File: src/rtl/uart_tx_arbiter_if.sv
// Request bus from the byte producers plus the handshake to the shared UART Tx unit.
// slave is the arbiter's view; master is the producer/Tx-unit side.
interface uart_tx_arbiter_if #(
  parameter int unsigned NUM_REQ = 4
);
  logic [NUM_REQ-1:0]   req;
  logic [8*NUM_REQ-1:0] req_data;
  logic [2*NUM_REQ-1:0] req_parity;
  logic [2*NUM_REQ-1:0] req_baud;
  logic [NUM_REQ-1:0]   grant;
  logic [NUM_REQ-1:0]   done;
  logic                 busy;
  logic [2:0]           owner;
  logic                 tx_send;
  logic [7:0]           tx_data;
  logic [1:0]           tx_parity_type;
  logic [1:0]           tx_baud_rate;
  logic                 tx_active;
  logic                 tx_done;
  logic                 timeout_err;

  modport master (
    output req, req_data, req_parity, req_baud, tx_active, tx_done,
    input  grant, done, busy, owner, tx_send, tx_data, tx_parity_type,
           tx_baud_rate, timeout_err
  );

  modport slave (
    input  req, req_data, req_parity, req_baud, tx_active, tx_done,
    output grant, done, busy, owner, tx_send, tx_data, tx_parity_type,
           tx_baud_rate, timeout_err
  );
endinterface

File: src/rtl/uart_tx_arbiter.sv
// Round-robin scheduler sharing one UART Tx unit between NUM_REQ byte producers.
// Optional frame watchdog enabled by defining UART_ARB_TIMEOUT_EN.
module uart_tx_arbiter #(
  parameter int unsigned NUM_REQ        = 4,
  parameter int unsigned TIMEOUT_CYCLES = 262144
) (
  input logic              clock,
  input logic              reset,
  uart_tx_arbiter_if.slave bus
);

  localparam int unsigned IDX_W = (NUM_REQ > 1) ? $clog2(NUM_REQ) : 1;

  if (NUM_REQ < 2 || NUM_REQ > 8 || TIMEOUT_CYCLES < 2) begin : g_param_check
    $error("uart_tx_arbiter: NUM_REQ must be 2..8 and TIMEOUT_CYCLES at least 2");
  end

  typedef enum logic [1:0] {
    IDLE        = 2'd0,
    START       = 2'd1,
    WAIT_ACTIVE = 2'd2,
    WAIT_DONE   = 2'd3
  } state_t;

  state_t             state_q, state_n;
  logic [IDX_W-1:0]   ptr_q, ptr_n;
  logic [IDX_W-1:0]   owner_q, owner_n;
  logic [IDX_W-1:0]   owner_inc;
  logic [IDX_W-1:0]   sel_idx;
  logic               sel_valid;
  int unsigned        cand;
  logic [NUM_REQ-1:0] grant_q, grant_n;
  logic [NUM_REQ-1:0] done_q, done_n;
  logic               busy_q;
  logic               tx_send_q, tx_send_n;
  logic               timeout_err_q, timeout_err_n;
  logic [7:0]         data_q, data_n;
  logic [1:0]         parity_q, parity_n;
  logic [1:0]         baud_q, baud_n;
  logic               timeout_hit;

  // First pending request at or after the pointer, wrapping around.
  always_comb begin
    sel_valid = 1'b0;
    sel_idx   = '0;
    cand      = 0;
    for (int unsigned i = 0; i < NUM_REQ; i++) begin
      cand = 32'(ptr_q) + i;
      if (cand >= NUM_REQ) begin
        cand = cand - NUM_REQ;
      end
      if (!sel_valid && bus.req[IDX_W'(cand)]) begin
        sel_valid = 1'b1;
        sel_idx   = IDX_W'(cand);
      end
    end
  end

  assign owner_inc = (owner_q == IDX_W'(NUM_REQ - 1)) ? '0 : owner_q + IDX_W'(1);

`ifdef UART_ARB_TIMEOUT_EN
  localparam int unsigned CNT_W = ($clog2(TIMEOUT_CYCLES) > 18) ? $clog2(TIMEOUT_CYCLES) : 18;

  logic [CNT_W-1:0] cnt_q;

  // Frame watchdog: zeroed while launching, counts while waiting on the Tx unit.
  always_ff @(posedge clock or posedge reset) begin
    if (reset) begin
      cnt_q <= '0;
    end else if (state_q == START) begin
      cnt_q <= '0;
    end else if (state_q == WAIT_ACTIVE || state_q == WAIT_DONE) begin
      cnt_q <= cnt_q + CNT_W'(1);
    end
  end

  assign timeout_hit = (cnt_q == CNT_W'(TIMEOUT_CYCLES - 1));
`else
  assign timeout_hit = 1'b0;
`endif

  // Next-state and next-output logic; outputs are registered below.
  always_comb begin
    state_n       = state_q;
    ptr_n         = ptr_q;
    owner_n       = owner_q;
    data_n        = data_q;
    parity_n      = parity_q;
    baud_n        = baud_q;
    grant_n       = '0;
    done_n        = '0;
    tx_send_n     = 1'b0;
    timeout_err_n = 1'b0;

    case (state_q)
      IDLE: begin
        if (sel_valid) begin
          owner_n          = sel_idx;
          data_n           = bus.req_data[{sel_idx, 3'b000} +: 8];
          parity_n         = bus.req_parity[{sel_idx, 1'b0} +: 2];
          baud_n           = bus.req_baud[{sel_idx, 1'b0} +: 2];
          grant_n[sel_idx] = 1'b1;
          state_n          = START;
        end
      end

      START: begin
        tx_send_n = 1'b1;
        state_n   = WAIT_ACTIVE;
      end

      WAIT_ACTIVE, WAIT_DONE: begin
        // tx_done outranks both tx_active and an expiring watchdog.
        if (bus.tx_done) begin
          done_n[owner_q] = 1'b1;
          ptr_n           = owner_inc;
          state_n         = IDLE;
        end else if (timeout_hit) begin
          timeout_err_n = 1'b1;
          ptr_n         = owner_inc;
          state_n       = IDLE;
        end else if (state_q == WAIT_ACTIVE && bus.tx_active) begin
          state_n = WAIT_DONE;
        end
      end

      default: begin
        state_n = IDLE;
      end
    endcase
  end

  always_ff @(posedge clock or posedge reset) begin
    if (reset) begin
      state_q       <= IDLE;
      ptr_q         <= '0;
      owner_q       <= '0;
      data_q        <= '0;
      parity_q      <= '0;
      baud_q        <= '0;
      grant_q       <= '0;
      done_q        <= '0;
      busy_q        <= 1'b0;
      tx_send_q     <= 1'b0;
      timeout_err_q <= 1'b0;
    end else begin
      state_q       <= state_n;
      ptr_q         <= ptr_n;
      owner_q       <= owner_n;
      data_q        <= data_n;
      parity_q      <= parity_n;
      baud_q        <= baud_n;
      grant_q       <= grant_n;
      done_q        <= done_n;
      busy_q        <= (state_n != IDLE);
      tx_send_q     <= tx_send_n;
      timeout_err_q <= timeout_err_n;
    end
  end

  assign bus.grant          = grant_q;
  assign bus.done           = done_q;
  assign bus.busy           = busy_q;
  assign bus.owner          = 3'(owner_q);
  assign bus.tx_send        = tx_send_q;
  assign bus.tx_data        = data_q;
  assign bus.tx_parity_type = parity_q;
  assign bus.tx_baud_rate   = baud_q;
  assign bus.timeout_err    = timeout_err_q;

endmodule
File: src/flat_wrapper.sv
// flat-port wrapper written by rule: the top's interface ports become plain ports
module uart_tx_arbiter_flat 
#(
  parameter int unsigned NUM_REQ        = 4,
  parameter int unsigned TIMEOUT_CYCLES = 262144
)
  (clock, reset, bus_req, bus_req_data, bus_req_parity, bus_req_baud, bus_tx_active, bus_tx_done, bus_grant, bus_done, bus_busy, bus_owner, bus_tx_send, bus_tx_data, bus_tx_parity_type, bus_tx_baud_rate, bus_timeout_err);
  uart_tx_arbiter_if #(.NUM_REQ(NUM_REQ)) bus_i ();
  input logic clock;
  input logic reset;
  input wire logic [$bits(bus_i.req)-1:0] bus_req;
  input wire logic [$bits(bus_i.req_data)-1:0] bus_req_data;
  input wire logic [$bits(bus_i.req_parity)-1:0] bus_req_parity;
  input wire logic [$bits(bus_i.req_baud)-1:0] bus_req_baud;
  input wire logic [$bits(bus_i.tx_active)-1:0] bus_tx_active;
  input wire logic [$bits(bus_i.tx_done)-1:0] bus_tx_done;
  output wire logic [$bits(bus_i.grant)-1:0] bus_grant;
  output wire logic [$bits(bus_i.done)-1:0] bus_done;
  output wire logic [$bits(bus_i.busy)-1:0] bus_busy;
  output wire logic [$bits(bus_i.owner)-1:0] bus_owner;
  output wire logic [$bits(bus_i.tx_send)-1:0] bus_tx_send;
  output wire logic [$bits(bus_i.tx_data)-1:0] bus_tx_data;
  output wire logic [$bits(bus_i.tx_parity_type)-1:0] bus_tx_parity_type;
  output wire logic [$bits(bus_i.tx_baud_rate)-1:0] bus_tx_baud_rate;
  output wire logic [$bits(bus_i.timeout_err)-1:0] bus_timeout_err;
  assign bus_i.req = bus_req;
  assign bus_i.req_data = bus_req_data;
  assign bus_i.req_parity = bus_req_parity;
  assign bus_i.req_baud = bus_req_baud;
  assign bus_i.tx_active = bus_tx_active;
  assign bus_i.tx_done = bus_tx_done;
  assign bus_grant = bus_i.grant;
  assign bus_done = bus_i.done;
  assign bus_busy = bus_i.busy;
  assign bus_owner = bus_i.owner;
  assign bus_tx_send = bus_i.tx_send;
  assign bus_tx_data = bus_i.tx_data;
  assign bus_tx_parity_type = bus_i.tx_parity_type;
  assign bus_tx_baud_rate = bus_i.tx_baud_rate;
  assign bus_timeout_err = bus_i.timeout_err;
  uart_tx_arbiter #(.NUM_REQ(NUM_REQ), .TIMEOUT_CYCLES(TIMEOUT_CYCLES)) u_core (.clock(clock), .reset(reset), .bus(bus_i));
endmodule
File: config.mk
export PLATFORM = sky130hd
export DESIGN_NAME = uart_tx_arbiter_flat
export DESIGN_NICKNAME = d
export VERILOG_FILES = /design/src/rtl/uart_tx_arbiter_if.sv /design/src/rtl/uart_tx_arbiter.sv /design/src/flat_wrapper.sv
export SDC_FILE = /design/constraint.sdc
export NUM_CORES = 1
export LEC_CHECK = 0
export ABC_CLOCK_PERIOD_IN_PS = 4000
export CAP_MARGIN = 20
export CORE_MARGIN = 3
export CORE_UTILIZATION = 42
export CTS_CLUSTER_DIAMETER = 40
export CTS_CLUSTER_SIZE = 24
export DETAILED_ROUTE_END_ITERATION = 8
export PLACE_DENSITY = 0.87
export SETUP_SLACK_MARGIN = 0.05
export SYNTH_ARGS = -nofsm -noshare
export SYNTH_HDL_FRONTEND = slang
export SYNTH_SLANG_ARGS = --single-unit
File: constraint.sdc
create_clock -name clock -period 4 [get_ports clock]
set_input_delay 0.8 -clock clock [delete_from_list [all_inputs] [get_ports clock]]
set_output_delay 0.8 -clock clock [all_outputs]
set_load 0.02 [all_outputs]
==> results of run 1 <==
-- worst min-delay path, delay by kind of cell, from the launching register on --
kind               cells  cell delay (ns)
AOI/OAI and AO/OA      2             0.17
DFF                    1             0.37
-- cell type report --
class	count	area (um^2)
well taps	46	57.56
multi-input cells	88	725.7
repair buffers	81	845.8
clock buffers	3	22.52
flip-flops and latches	28	700.7
fillers	245	1018
inverters	5	18.77
-- state kept, by name, summed over array words and instances (netlist names) --
register and cells:
u_core.bus.done 4, u_core.bus.tx_baud_rate 2, u_core.ptr_q 2, u_core.state_q 2, u_core.bus.tx_send 1, u_core.bus.tx_data 8, u_core.owner_q 2, u_core.bus.tx_parity_type 2
u_core.bus.grant 4, u_core.bus.busy 1
-- report_power, final --
group	internal (mW)	switching [mW]	total (mW)
registers	0.401	0.101	0.503
clock network	0.0353	0.0764	0.112
logic	0.418	0.437	0.855
total	0.855	0.614	1.47
-- worst min path at each step --
stage | from | depth (start not counted) | endpoint | slack (ns)
floorplan | u_core.ptr_q[0] | 2 | u_core.ptr_q[0] | 0.47
global placement | u_core.bus.tx_data[4] | 2 | u_core.bus.tx_data[4] | 0.54
detailed placement | u_core.bus.tx_parity_type[1] | 2 | u_core.bus.tx_parity_type[1] | 0.54
CTS | u_core.bus.tx_parity_type[1] | 2 | u_core.bus.tx_parity_type[1] | 0.57
global route | u_core.bus.tx_data[6] | 2 | u_core.bus.tx_data[6] | 0.61
finish | u_core.bus.tx_parity_type[1] | 2 | u_core.bus.tx_parity_type[1] | 0.57
-- cell usage in the layout (no fill, tap or decap), drive strengths merged --
| cell type | synthesis | final |
|---|---|---|
| and3 | 4 | 4 |
| a21boi | 1 | 1 |
| and2 | 2 | 2 |
| clkdlybuf4s50 | 0 | 79 |
| ha | 4 | 4 |
| nand3 | 1 | 1 |
| o221a | 1 | 1 |
| o21ai | 2 | 2 |
| mux2 | 1 | 1 |
| o31ai | 1 | 1 |
| o21a | 1 | 1 |
| o221ai | 1 | 1 |
| a21o | 1 | 1 |
| inv | 5 | 5 |
| o2bb2ai | 12 | 12 |
| nand2 | 3 | 3 |
| nor4b | 1 | 1 |
| mux2i | 25 | 25 |
| nand2b | 2 | 2 |
| conb | 1 | 2 |
| or3 | 2 | 2 |
| nor4 | 1 | 1 |
| nor2 | 3 | 3 |
| buf | 8 | 2 |
| nor3 | 1 | 1 |
| a21oi | 14 | 14 |
| clkbuf | 1 | 3 |
| or3b | 1 | 1 |
| o22a | 1 | 1 |
| dfrtp | 28 | 28 |
-- metrics by stage --
step	utilization [%]	instance area [um^2]	setup slack, ns	hold WS, ns	power [mW]
finish	69.95	2371	1.213	0.5737	1.469
global route	69.95	2371	1.043	0.6062	1.559
CTS	68.33	2316	1.158	0.5738	1.446
detailed placement	67.66	2293	0.7919	0.5437	1.339
global placement	67.66	2293	0.9840	0.5374	1.292
floorplan	-	1506	1.988	0.4699	1.011
-- layer usage --
metal | vias up | share of wire, % | GRT usage, %
met5 | - | 0 | 0
met4 | 0 | 1.2 | 5.181
met3 | 7 | 8.8 | 2.891
met2 | 70 | 52 | 37.17
met1 | 637 | 38 | 22.19
li1 | 623 | - | -
-- kinds of logic (layout without fill, tap and decap cells) --
group,after synthesis,count (layout),share of synthesized area [%]
AO/OA/AOI/OAI,35,35,17.57
flip-flops,28,28,46.63
multiplexers,26,26,17.40
AND/OR/NAND/NOR,21,21,8.326
buffers and inverters,14,89,6.494
adder cells (fa/ha/maj),4,4,3.331
other,1,2,0.2496
==> flow_summary.yaml, run 1 <==
placement:
  placedCellCount: 246
  io_buffers: 79
  finalWeightedCongestion: 0.7911
  post-dp-hpwl_um: 3268
worst_setup_path:
  slowest_delay_ns: 0.68
  reg2reg_depth: 4
  arrival_ns: 2.95
  critical_path_class: "in -> reg"
  crit_slowest_cell: "nor3_2"
  path_buf_inv: 1
  path_cells: "clkdlybuf4s50_1 -> nor4_1 -> nor3_2 -> o221a_2 -> o2bb2ai_1 -> a21oi_1"
  reg2reg_slack_ns: 1.78
  timing.rr.start: "u_core.state_q[1]"
  cp.required_ns: 4.17
  critPathTopFamily: "simple AND/OR/NAND/NOR gates"
  crit_fanout: 14
  crit_path_end: "u_core.bus.tx_baud_rate[1]"
  cp-startpoint: "bus_req[3]"
  cp.depth: 6
  startpoint_type: "input port"
  regToRegEndpoint: "u_core.bus.tx_baud_rate[1]"
  endpoint_kind: "register"
yosys:
  synthArstFlopShare_pct: 100.0
  synthTopCellsByArea: "dfrtp_1 (47%), mux2i_1 (17%), o2bb2ai_1 (7.0%)"
  yosysUniqueCellTypes: 34
  synth.largest_area_cell: "dfrtp_1"
  synth_common_cells: "dfrtp_1 (28), mux2i_1 (25), o2bb2ai_1 (12), a21oi_1 (9)"
  syn_area_per_cell_um2: 11.65
  yosysSeqAreaShare_pct: 46.63
  syn_area_um2: 1503
  yosysWarnings: 0
  syn_inst: 129
  synth.most_common_cell: "dfrtp_1"
  synth-edff-count: 0
  synth_top_area_share_pct: 46.63
  synth-seq-cells: 28
  ys_dominant_reg_cell: "dfrtp_1"
clock_tree:
  cts_resized: 0
  cts_root_buf: "clkbuf_4"
  insertion_delay_ns: 0.32
  cts_tree: "done"
  clk_path_buf_depth: 2
  cts.sinks: 28
  holdBufCountCts: 0
  clkTransAtPathRegs_ns: 0.13
  post-cts-setup-buffer-count: 0
  htree_levels: 1
  numCtsBuffers: 3
global_route:
  grt_pass1_wl_um: 6465
  grt.total_usage_pct: 19.46
  grt_pass1_vias: 1400
  grt_max_degree: 29
  grt_antenna_before_repair: 0
  overflow: 0
sta:
  worst_slew_pin_slew_ns: 1.033
  post-route-min-period_ns: 2.787
  setup_viol: 0
  maxSlewViolCount: 0
  hold_viol: 0
  fin_skew_ns: 0.004364
  finalSetupTns_ns: 0
  slew_headroom_pct: 30.89
  rsz0062_at_grt: "no"
  fmax_ghz: 0.3587
  min_period_over_period_pct: 69.69
routing:
  viasPerCell: 5.327
  wirelength_um: 4171
  vias: 1337
  drc_errors: 0
  first_iter_violations: 147
  wl_per_cell_um: 16.62
  drt_first_pass_iters: 4
  drt.antenna.violating_nets: 0
flow_run:
  maxCapViolations: 0
floorplanning:
  fp-row-count: 21
  core_area_um2: 3390
  die_w_um: 65.82
  die-area_um2: 4332
  die_y_um: 65.82
  start_util_pct: 44.33
  ios: 82
layout:
  n_antenna_cell: 0
  syn2layout_area_growth_pct: 57.78
  fin_cells: 251
  drive_gt1_share_pct: 7.805
  fin_nets: 267
power:
  ir_drop_v: 0.0002751
  power_density_nw_per_um2: 619.7
  power.leakage_nw: 1.047
worst_hold_path:
  min_path_type: "reg -> reg"
status:
  status: "complete, no violations"
(Power assumes the default switching activity.)
==> run 2: changes to the inputs <==
--- a/config.mk
+++ b/config.mk
@@ -5,14 +5,14 @@
 export SDC_FILE = /design/constraint.sdc
 export NUM_CORES = 1
 export LEC_CHECK = 0
-export ABC_CLOCK_PERIOD_IN_PS = 4000
+export ABC_CLOCK_PERIOD_IN_PS = 2700
 export CAP_MARGIN = 20
 export CORE_MARGIN = 3
-export CORE_UTILIZATION = 42
+export CORE_UTILIZATION = 39
 export CTS_CLUSTER_DIAMETER = 40
 export CTS_CLUSTER_SIZE = 24
 export DETAILED_ROUTE_END_ITERATION = 8
-export PLACE_DENSITY = 0.87
+export PLACE_DENSITY = 0.82
 export SETUP_SLACK_MARGIN = 0.05
 export SYNTH_ARGS = -nofsm -noshare
 export SYNTH_HDL_FRONTEND = slang
==> constraint.sdc (replaced) <==
create_clock -name clock -period 2.7 [get_ports clock]
set_input_delay 0.54 -clock clock [delete_from_list [all_inputs] [get_ports clock]]
set_output_delay 0.54 -clock clock [all_outputs]
set_load 0.02 [all_outputs]
==> run 2 against run 1 <==
Compared with the run above:
- total power grew 51%
- cell count grew 1.6%
- highest routed layer unchanged
- clock-buffer cell count did not move
- global-route usage down 1.9 points
- sequential power is 47% higher
- critical endpoint is now u_core.bus.tx_data[1]
- critical path type unchanged
==> flow_summary.yaml, run 2 (synthesis results as in run 1) <==
status:
  status: "complete, no violations"
worst_setup_path:
  startpoint_type: "input port"
  arrival_ns: 2.40
  path_common_cell: "a21oi_1"
  crit_slowest_cell: "clkdlybuf4s50_1"
  cp.required_ns: 2.85
  timing.rr.start: "u_core.ptr_q[1]"
  critical_path_class: "in -> reg"
  slowest_delay_ns: 0.55
  cp-startpoint: "bus_req[0]"
  path_buf_inv: 2
  endpoint_kind: "register"
  crit_fanout: 8
  path_cells: "clkdlybuf4s50_1 -> a21oi_1 -> o21a_1 -> o22a_2 -> nor2_1 -> buf_4 -> a21oi_1"
  critPathTopFamily: "buffers and inverters"
sta:
  hold_ws_ns: 0.5632
  worst_slew_pin_slew_ns: 0.5776
  fmax_ghz: 0.4438
  setup_viol: 0
  hold_viol: 0
  fin_skew_ns: 0.009829
  finalSetupTns_ns: 0
  slew_headroom_pct: 61.35
  maxSlewViolCount: 0
  worst_slack_ns: 0.4466
  rsz0062_at_grt: "no"
  post-route-min-period_ns: 2.253
  min_period_over_period_pct: 83.46
floorplanning:
  die_w_um: 68.07
  core_area_um2: 3521
  die_y_um: 68.07
  die-area_um2: 4634
  ios: 82
  fp-row-count: 21
  start_util_pct: 42.68
layout:
  final_cell_mix: "clkdlybuf4s50_1 (79), dfrtp_1 (28), mux2i_1 (25)"
  drive_gt1_share_pct: 9.569
  design_area_um2: 2392
  fin_nets: 271
  syn2layout_area_growth_pct: 59.20
  largest_register_ffs: 8
  n_antenna_cell: 0
  final_common_cell: "clkdlybuf4s50_1"
clock_tree:
  htree_levels: 1
  cts_tree: "done"
  cts_resized: 0
  insertion_delay_ns: 0.26
  cts.sinks: 28
  clkTransAtPathRegs_ns: 0.09
  clk_path_buf_depth: 2
  post-cts-setup-buffer-count: 0
  holdBufCountCts: 0
  numCtsBuffers: 3
  cts_root_buf: "clkbuf_8"
routing:
  first_iter_violations: 17
  drc_errors: 0
  wl_met3_um: 329
  wl_per_cell_um: 15.16
  viasPerCell: 5.145
  wirelength_um: 3866
  met1_length_um: 1436
  routed.top_layer: "met4"
  vias: 1312
  drt.antenna.violating_nets: 0
  drt_first_pass_iters: 4
  wl_met2_um: 2061
global_route:
  grt_pass1_wl_um: 6168
  grt_max_degree: 29
  grt_pass1_vias: 1409
  grt.total_usage_pct: 17.61
  grt_antenna_before_repair: 0
  overflow: 0
power:
  p_total_mw: 2.226
  power.leakage_nw: 1.063
  power_density_nw_per_um2: 930.3
  ir_drop_v: 0.0004721
placement:
  io_buffers: 79
  finalWeightedCongestion: 0.8498
  dp_slack_ns: 0.1813
  post-dp-hpwl_um: 3113
  placed_area_um2: 2351
flow_run:
  maxCapViolations: 0
worst_hold_path:
  min_path_type: "reg -> reg"
  hp-start: "u_core.bus.tx_data[4]"
## run 2: cell count changes in the layout (fill, tap and decap cells not counted), sizes merged
| cell | change |
|---|---|
| buf | +4 |
## run 2: per-stage QoR
stage / utilization (%) / cells
global route: 67.95 / 255
finish: 67.95 / 255
CTS: 67.95 / 255
detailed placement: 66.77 / 252
global placement: 66.77 / 252
floorplan: - / 130
## run 2: worst paths after layout
| path | to | cells after the start | slack (ns) |
|---|---|---|---|
| hold reg to reg | u_core.bus.tx_data[4] | 2 | 0.56 |
| max in group asynchronous | u_core.bus.busy | 3 | 1.81 |
| setup reg to reg | u_core.bus.tx_data[1] | 6 | 0.77 |
| hold / removal | u_core.bus.tx_data[4] | 2 | 0.56 |
| min in group asynchronous | u_core.bus.tx_data[4] | 3 | 0.63 |
| setup / recovery | u_core.bus.tx_data[1] | 7 | 0.45 |
## run 2: routing by layer
metal	track usage (%)	vias to the layer above
met5	0	-
met2	33.09	57
li1	-	627
met1	18.60	624
met4	5.707	0
met3	5.090	4
## run 2: worst reg2reg max path: stages (launching register included)
cell	delay (ns)
dfrtp_1	0.49
a21oi_1	0.10
o21a_1	0.19
o22a_2	0.24
nor2_1	0.45
buf_4	0.27
a21oi_1	0.08
## run 2: area by class of cell
type	instances	area [um^2]
Clock buffer	3	41.29
Inverter	5	18.77
Timing Repair Buffer	85	848.3
Sequential cell	28	700.7
Multi-Input combinational cell	88	725.7
Fill cell	293	1129
Tap cell	46	57.56
## run 2: where the power goes
group | switching (mW) | internal (mW) | total, mW
logic | 0.636 | 0.636 | 1.27
registers | 0.145 | 0.596 | 0.741
clock network | 0.113 | 0.0997 | 0.213
total | 0.894 | 1.33 | 2.23
==> run 3: changes to the inputs <==
--- a/config.mk
+++ b/config.mk
@@ -5,7 +5,7 @@
 export SDC_FILE = /design/constraint.sdc
 export NUM_CORES = 1
 export LEC_CHECK = 0
-export ABC_CLOCK_PERIOD_IN_PS = 2700
+export ABC_CLOCK_PERIOD_IN_PS = 2250
 export CAP_MARGIN = 20
 export CORE_MARGIN = 3
 export CORE_UTILIZATION = 39
==> constraint.sdc (replaced) <==
create_clock -name clock -period 2.25 [get_ports clock]
set_input_delay 0.45 -clock clock [delete_from_list [all_inputs] [get_ports clock]]
set_output_delay 0.45 -clock clock [all_outputs]
set_load 0.02 [all_outputs]
==> run 3 against run 2 <==
Compared with the run above:
- clock power grew 84%
- worst hold slack lost 0.023 ns
- core utilization grew 2.0 points
- clock-buffer cell count is the same
- largest cell class unchanged
- highest routed layer unchanged
==> flow_summary.yaml, run 3 (synthesis results as in run 1) <==
routing:
  vias: 1323
  drt_first_pass_iters: 4
  drt.antenna.violating_nets: 0
  drc_errors: 0
  viasPerCell: 5.069
  wl_per_cell_um: 15.18
  wirelength_um: 3963
  first_iter_violations: 45
placement:
  placedCellCount: 257
  placed_area_um2: 2389
  io_buffers: 79
  dp_slack_ns: -0.3495
  post-dp-hpwl_um: 3299
  finalWeightedCongestion: 0.8365
sta:
  fmax_ghz: 0.4740
  finalSetupTns_ns: 0
  fin_skew_ns: 0.002244
  hold_ws_ns: 0.5403
  worst_slew_pin_slew_ns: 0.6128
  rsz0062_at_grt: "no"
  setup_viol: 0
  maxSlewViolCount: 0
  hold_viol: 0
  min_period_over_period_pct: 93.76
  slew_headroom_pct: 59.10
  worst_slack_ns: 0.1404
  post-route-min-period_ns: 2.110
layout:
  drive_gt1_share_pct: 12.56
  largest_register_ffs: 8
  n_antenna_cell: 0
  fin_util_pct: 69.94
  final_cell_mix: "clkdlybuf4s50_1 (79), dfrtp_1 (28), mux2i_1 (25)"
  final_common_cell: "clkdlybuf4s50_1"
  design_area_um2: 2462
  syn2layout_area_growth_pct: 63.86
  fin_nets: 276
  fillers: 277
  fin_cells: 261
power:
  p_sw_mw: 1.104
  seq_power_share_pct: 29.9
  p_int_mw: 1.747
  power.leakage_nw: 1.101
  ir_drop_v: 0.0005683
  sw_frac_of_total_pct: 38.72
  p_comb_share_pct: 56.4
  power_density_nw_per_um2: 1158
  clkPwrFrac_pct: 13.7
  p_total_mw: 2.850
clock_tree:
  post-cts-setup-buffer-count: 0
  numCtsBuffers: 3
  clk_path_buf_depth: 2
  cts_resized: 1
  holdBufCountCts: 0
  htree_levels: 1
  insertion_delay_ns: 0.27
  cts_root_buf: "clkbuf_8"
  cts.sinks: 28
  cts_tree: "done"
  clkTransAtPathRegs_ns: 0.09
worst_setup_path:
  critical_path_class: "in -> reg"
  endpoint_kind: "register"
  crit_slowest_cell: "clkdlybuf4s50_1"
  path_cells: "clkdlybuf4s50_1 -> buf_4 -> or3b_1 -> o221ai_4 -> buf_12 -> mux2i_1 -> o2bb2ai_1 -> a21oi_1"
  slowest_delay_ns: 0.49
  arrival_ns: 2.24
  startpoint_type: "input port"
  cp.required_ns: 2.38
  crit_fanout: 21
floorplanning:
  start_util_pct: 42.68
  die_y_um: 68.07
  die_w_um: 68.07
  core_area_um2: 3521
  die-area_um2: 4634
  ios: 82
  fp-row-count: 21
global_route:
  grt_max_degree: 29
  grt.total_usage_pct: 18.82
  overflow: 0
  grt_pass1_wl_um: 6465
  grt_pass1_vias: 1415
  grt_antenna_before_repair: 0
flow_run:
  maxCapViolations: 0
worst_hold_path:
  min_path_type: "in -> async"
status:
  status: "complete, no violations"
[run 3: metal layers]
layer  GRT usage [%]  share of wire (%)
met1           21.00                 38
met4           5.211               0.53
met5               0                  0
met2           34.42                 54
met3           5.583                8.2
[run 3: path summary, 6_finish.rpt]
kind / from / to / slack (ns) / cells past startpoint
worst max-delay path: bus_req[2] / u_core.bus.tx_data[5] / 0.14 / 8
worst min-delay path: reset / u_core.bus.tx_data[4] / 0.54 / 3
worst max register to register: u_core.ptr_q[1] / u_core.bus.tx_data[5] / 0.35 / 7
worst min register to register: u_core.owner_q[0] / u_core.ptr_q[0] / 0.56 / 1
max in group asynchronous: reset / u_core.bus.grant[2] / 1.45 / 3
min in group clock: u_core.owner_q[0] / u_core.ptr_q[0] / 0.56 / 1
[run 3: cell type report]
class | count | area, um^2 | area share [%]
clock buffers | 3 | 41.29 | 1.677
well taps | 46 | 57.56 | 2.337
clock inverters | 1 | 30.03 | 1.220
flip-flops and latches | 28 | 700.7 | 28.46
inverters | 5 | 18.77 | 0.7622
repair buffers | 90 | 885.9 | 35.98
multi-input cells | 88 | 728.2 | 29.57
[run 3: power groups by stage]
stage,Clock [mW],Combinational [mW],Sequential [mW]
after detailed placement,0,1.62,0.862
after floorplan,0,0.743,1.05
after CTS,0.398,1.63,0.854
after global placement,0,1.56,0.854
after global routing,0.417,1.74,0.878
final,0.391,1.61,0.852
[run 3: critical path, delay by kind of cell]
| family | cells | cell delay (ns) |
|---|---|---|
| AO/OA/AOI/OAI | 3 | 0.31 |
| buffers and inverters | 3 | 0.84 |
| multiplexers | 1 | 0.25 |
| AND/OR/NAND/NOR | 1 | 0.38 |
